File: src/rtl/fifo_rd_ctrl.sv
// Read-side pointer/empty controller for the async port FIFO, with a 2-entry FWFT output buffer.
// Optional almost_empty output and AE_THRESH parameter enabled by defining FIFO_RD_ALMOST_EMPTY_EN.
module fifo_rd_ctrl #(
  parameter int PTR_SZ = 2,
  parameter int DATA_W = 8
`ifdef FIFO_RD_ALMOST_EMPTY_EN
  , parameter int AE_THRESH = 1
`endif
) (
  input  logic              clk,
  input  logic              rst,
  input  logic [PTR_SZ:0]   rq2_waddr,
  output logic [PTR_SZ:0]   raddr_gray,
  output logic [PTR_SZ-1:0] raddr,
  output logic              ren,
  input  logic [DATA_W-1:0] rdata_mem,
  output logic [DATA_W-1:0] dout,
  output logic              dout_valid,
  input  logic              dout_ready,
  output logic              empty,
  output logic [PTR_SZ:0]   rd_count
`ifdef FIFO_RD_ALMOST_EMPTY_EN
  , output logic            almost_empty
`endif
);

  logic [PTR_SZ:0]   rbin_q, rbin_d;
  logic [PTR_SZ:0]   rgray_q, rgray_d;
  logic [PTR_SZ:0]   wbin;
  logic [PTR_SZ:0]   rd_count_q, rd_count_d;
  logic              empty_q, empty_d;
  logic              inflight_q;
  logic [1:0]        occ_q, occ_d;
  logic [DATA_W-1:0] buf_q [2];
  logic [DATA_W-1:0] buf_d [2];
  logic              pop;
  logic              capture;
  logic [2:0]        pend;

  // Gray-to-binary: each binary bit is the XOR of all Gray bits at or above it
  for (genvar gi = 0; gi <= PTR_SZ; gi++) begin : g_wbin
    assign wbin[gi] = ^rq2_waddr[PTR_SZ:gi];
  end

  assign pop     = (occ_q != 2'd0) & dout_ready;
  assign capture = inflight_q;

  // Words already held or returning, after this cycle's pop; issue only if one slot stays free
  assign pend = {1'b0, occ_q} + {2'b00, inflight_q} - {2'b00, pop};
  assign ren  = !rst && !empty_q && (pend < 3'd2);

  always_comb begin
    rbin_d     = rbin_q + {{PTR_SZ{1'b0}}, ren};
    rgray_d    = (rbin_d >> 1) ^ rbin_d;
    empty_d    = (rgray_d == rq2_waddr);
    rd_count_d = wbin - rbin_d;
    occ_d      = occ_q + {1'b0, capture} - {1'b0, pop};
  end

  // Slot 0 is always the head; a returning word lands in the first free slot after any pop
  always_comb begin
    buf_d[0] = buf_q[0];
    buf_d[1] = buf_q[1];
    if (pop) begin
      buf_d[0] = buf_q[1];
    end
    if (capture) begin
      if (occ_q == {1'b0, pop}) begin
        buf_d[0] = rdata_mem;
      end else begin
        buf_d[1] = rdata_mem;
      end
    end
  end

  always_ff @(posedge clk) begin
    if (rst) begin
      rbin_q     <= '0;
      rgray_q    <= '0;
      empty_q    <= 1'b1;
      rd_count_q <= '0;
      inflight_q <= 1'b0;
      occ_q      <= 2'd0;
      for (int i = 0; i < 2; i++) begin
        buf_q[i] <= '0;
      end
    end else begin
      rbin_q     <= rbin_d;
      rgray_q    <= rgray_d;
      empty_q    <= empty_d;
      rd_count_q <= rd_count_d;
      inflight_q <= ren;
      occ_q      <= occ_d;
      for (int i = 0; i < 2; i++) begin
        buf_q[i] <= buf_d[i];
      end
    end
  end

`ifdef FIFO_RD_ALMOST_EMPTY_EN
  localparam logic [PTR_SZ:0] AE_THRESH_V = AE_THRESH[PTR_SZ:0];
  logic almost_empty_q;

  always_ff @(posedge clk) begin
    if (rst) begin
      almost_empty_q <= 1'b1;
    end else begin
      almost_empty_q <= (rd_count_d <= AE_THRESH_V);
    end
  end

  assign almost_empty = almost_empty_q;
`endif

  assign raddr_gray = rgray_q;
  assign raddr      = rbin_q[PTR_SZ-1:0];
  assign dout       = buf_q[0];
  assign dout_valid = (occ_q != 2'd0);
  assign empty      = empty_q;
  assign rd_count   = rd_count_q;

endmodule

File: config.mk
export PLATFORM = sky130hd
export DESIGN_NAME = fifo_rd_ctrl
export DESIGN_NICKNAME = d
export VERILOG_FILES = /design/src/rtl/fifo_rd_ctrl.sv
export SDC_FILE = /design/constraint.sdc
export NUM_CORES = 1
export LEC_CHECK = 0
export ABC_AREA = 1
export ABC_CLOCK_PERIOD_IN_PS = 3500
export BUFFER_PORTS_ARGS = -buffer_cell sky130_fd_sc_hd__buf_2
export CORE_ASPECT_RATIO = 1.4
export CORE_UTILIZATION = 48
export CTS_CLUSTER_SIZE = 12
export DETAILED_ROUTE_END_ITERATION = 12
export PLACE_DENSITY_LB_ADDON = 0.3
export SLEW_MARGIN = 20
export SYNTH_ARGS = -nofsm -noshare
export SYNTH_HDL_FRONTEND = slang
export SYNTH_SLANG_ARGS = --single-unit
File: constraint.sdc
create_clock -name clk -period 3.5 [get_ports clk]
set_clock_uncertainty 0.2 [all_clocks]
set_input_delay 0.35 -clock clk [delete_from_list [all_inputs] [get_ports clk]]
set_output_delay 0.35 -clock clk [all_outputs]
set_load 0.01 [all_outputs]
==> impl_results.md <==
* Outcome: completed
* Crit path to: rd_count[2]
* Die area at 3090 sq um
* Dpl ws at 0.267 ns
* CTS sink cnt at 28
* DP HPWL at 1.96 mm
* Post-CTS Resized at 0
* Via count at 1118
* Rows at 22
* Slew Limit Fails at 0
* Largest net degree at the start of global routing at 20
* Setup slack after layout at 0.286 ns
* Adder-cell share of the synthesized area at 0.0654
* Hold Crit Class: primary input to flop
* Critical Path Sink Type: flop
* Yosys synthesis warning count at 0
* Routed WL per cell at 10.7 um
* Placer Congestion at 0.820
* Main combinational cell family by area after synthesis: simple AND/OR/NAND/NOR gates
* Most common cell after layout, fill and taps aside: buf_2
* Clk root buf: clkbuf_4
* Starting density of the core at 0.516
* GRT Total Usage at 0.182
* CP startpoint kind: flop
* CTS tree: done
* Net Count, Synth at 194
* H-tree depth at 1
* R2r setup slk at 0.29 ns
* Fmax at 311 MHz
* Min Tclk post-route at 3.21 ns
* Count of cell types in the netlist at 20
* Area grow syn2layout at 10.7%
* Initial DRC count at 18
* Max cap viols at 0
* Worst reg2reg startpoint: occ_q[1]
* Drt drc at 0
* #FFs+latches synth at 28
* # nets final at 220
* Diode count at 0
* Post-synthesis xor/xnor area fraction at 0.0254
* Post-CTS Hold Buffers at 0
* Cells on worst reg2reg path at 16
* Fin Setup TNS at 0 ns
* Number of antenna violations at the first check in global routing at 0
* Compound-gate portion of the synthesized area at 0.163
* Fin crit share at 0.918
* Clk slew on worst S/H paths at 0.14 ns
* RR Endpoint: rd_count[2]
* VDD IR max at 0.000449 V
* Register area share after synthesis at 0.407
* IO Pins at 33
* Post-Synth Simple-Gate Area at 0.207
* DR vias/cell at 4.78
* Avg Inst Size Synth at 7.92 sq um
* Final wirelength at 2.51 mm
* First drt pass iteration count at 4
* Post-CTS Setup Inserts at 0
* Crit path kind: flop to flop
* Post-Place Cells at 231
* Vias in the first global route at 1044
* Layout Cells excl Fill at 234
* Antenna-violating nets left at 0
* Lkg Pwr at 0.000719 uW
* Synth Cell Area at 1380 sq um
* Die width at 47.3 um
* Max-slew headroom at 0.809
* CTS max path bufs at 2
* First-pass GRT wire length at 4.13 mm
* Final setup violation count at 0
* Skew-Pair Late Insertion Delay at 0.31 ns
* Inserted Clock Buffers at 3
* CORE AREA at 2670 sq um
* Max FO, Critical Path at 4
* # port buffers at 32
* Die Height at 65.4 um
* Critical path startpoint: occ_q[1]
* Commonest non-fill, non-tap cells in the layout: buf_2, dfxtp_1, nor2_1
* Post-synthesis mux area share at 0
* Pwr Density at 696 nW/um^2
* Fraction of layout cells with a size suffix above 1 at 0.278
* RSZ-0062 raised after global routing: no
* GR Overflow Total at 0
* WP data arrival at 3.27 ns
* Cell count after synthesis at 174
* Worst-Margin Slew at 0.286 ns
* Hold Fails Final Rpt at 0
* WP data required at 3.56 ns
[layout make-up]
cell class / instances / area, sq um
Tap cell: 36 / 45.0
Multi-Input combinational cell: 110 / 639
Fill cell: 252 / 1140
Timing Repair Buffer: 33 / 168
Sequential cell: 28 / 561
Inverter: 24 / 90.1
Clock buffer: 3 / 22.5
[kinds of logic (layout without fill, tap and decap cells)]
group                    Yosys count  after routing
AO/OA/AOI/OAI                     35             35
AND/OR/NAND/NOR                   65             65
adder cells (fa/ha/maj)            6              6
XOR/XNOR                           4              4
buffers and inverters             36             60
flip-flops                        28             28
[layer usage]
metal / vias up / track usage / share of wire / routed length (um)
li1: 585 / - / - / -
met1: 505 / 0.194 / 0.41 / 1040
met2: 26 / 0.332 / 0.53 / 1330
met3: 2 / 0.0357 / 0.047 / 118
met4: 0 / 0.0643 / 0.0092 / 23
met5: - / 0 / 0 / 0
[worst min-delay path by stage]
stage                 start            to  slack, ns  cells after the start
2_1_floorplan  buf_q[0][10]  buf_q[0][10]       0.25                      2
3_3_place_gp          empty       capture       0.26                      1
3_5_place_dp          empty       capture       0.26                      1
4_1_cts        rdata_mem[5]   buf_q[0][5]       0.08                      3
5_1_grt        rdata_mem[5]   buf_q[0][5]       0.07                      3
6_report       rdata_mem[5]   buf_q[0][5]       0.09                      3
[worst max-delay path, cell delays in order (launching register included)]
cell	delay [ns]
dfxtp_1	0.44
inv_2	0.09
nand2_4	0.08
nand2_4	0.05
xor2_1	0.14
ha_1	0.16
inv_1	0.05
fa_1	0.37
xor2_1	0.24
nor3_2	0.08
ha_1	0.18
ha_1	0.31
inv_1	0.10
fa_1	0.44
nand3_1	0.11
nand2_1	0.06
nor2_1	0.08
[cell usage after synthesis]
cell / number / area share
a21oi_1: 8 / 0.029
a21oi_2: 2 / 0.013
buf_2: 2 / 0.0073
buf_4: 8 / 0.044
buf_6: 2 / 0.016
dfxtp_1: 28 / 0.41
fa_1: 2 / 0.029
ha_1: 4 / 0.036
inv_1: 21 / 0.057
inv_2: 3 / 0.0082
nand2_1: 25 / 0.068
nand2_4: 3 / 0.025
nand3_1: 7 / 0.025
nor2_1: 27 / 0.074
nor2_4: 1 / 0.0082
nor3_1: 2 / 0.0073
o21ai_1: 16 / 0.058
o21ai_2: 8 / 0.051
o21ai_4: 1 / 0.012
xor2_1: 4 / 0.025
[power breakdown]
group	internal [uW]	total, uW	switching, uW
clock network	40.2	126	86.1
registers	402	440	38.0
logic	192	495	303
total	634	1060	428
[through the flow]
stage | util | area [sq um] | power [uW] | hold WS, ns
CTS | 0.569 | 1520 | 1070 | 0.0814
finish | 0.571 | 1530 | 1060 | 0.0929
global route | 0.571 | 1530 | 1160 | 0.0722
detailed placement | 0.561 | 1500 | 942 | 0.264
floorplan | - | 1380 | 853 | 0.252
global placement | 0.561 | 1500 | 922 | 0.258
[sequential cells by signal, indices dropped and copies added, names as in the netlist]
| name | cells |
|---|---|
| rbin_q | 3 |
| occ_q | 2 |
| buf_q | 16 |
| rd_count | 3 |
| capture | 1 |
| empty | 1 |
| raddr_gray | 2 |
(Power assumes the default switching activity.)
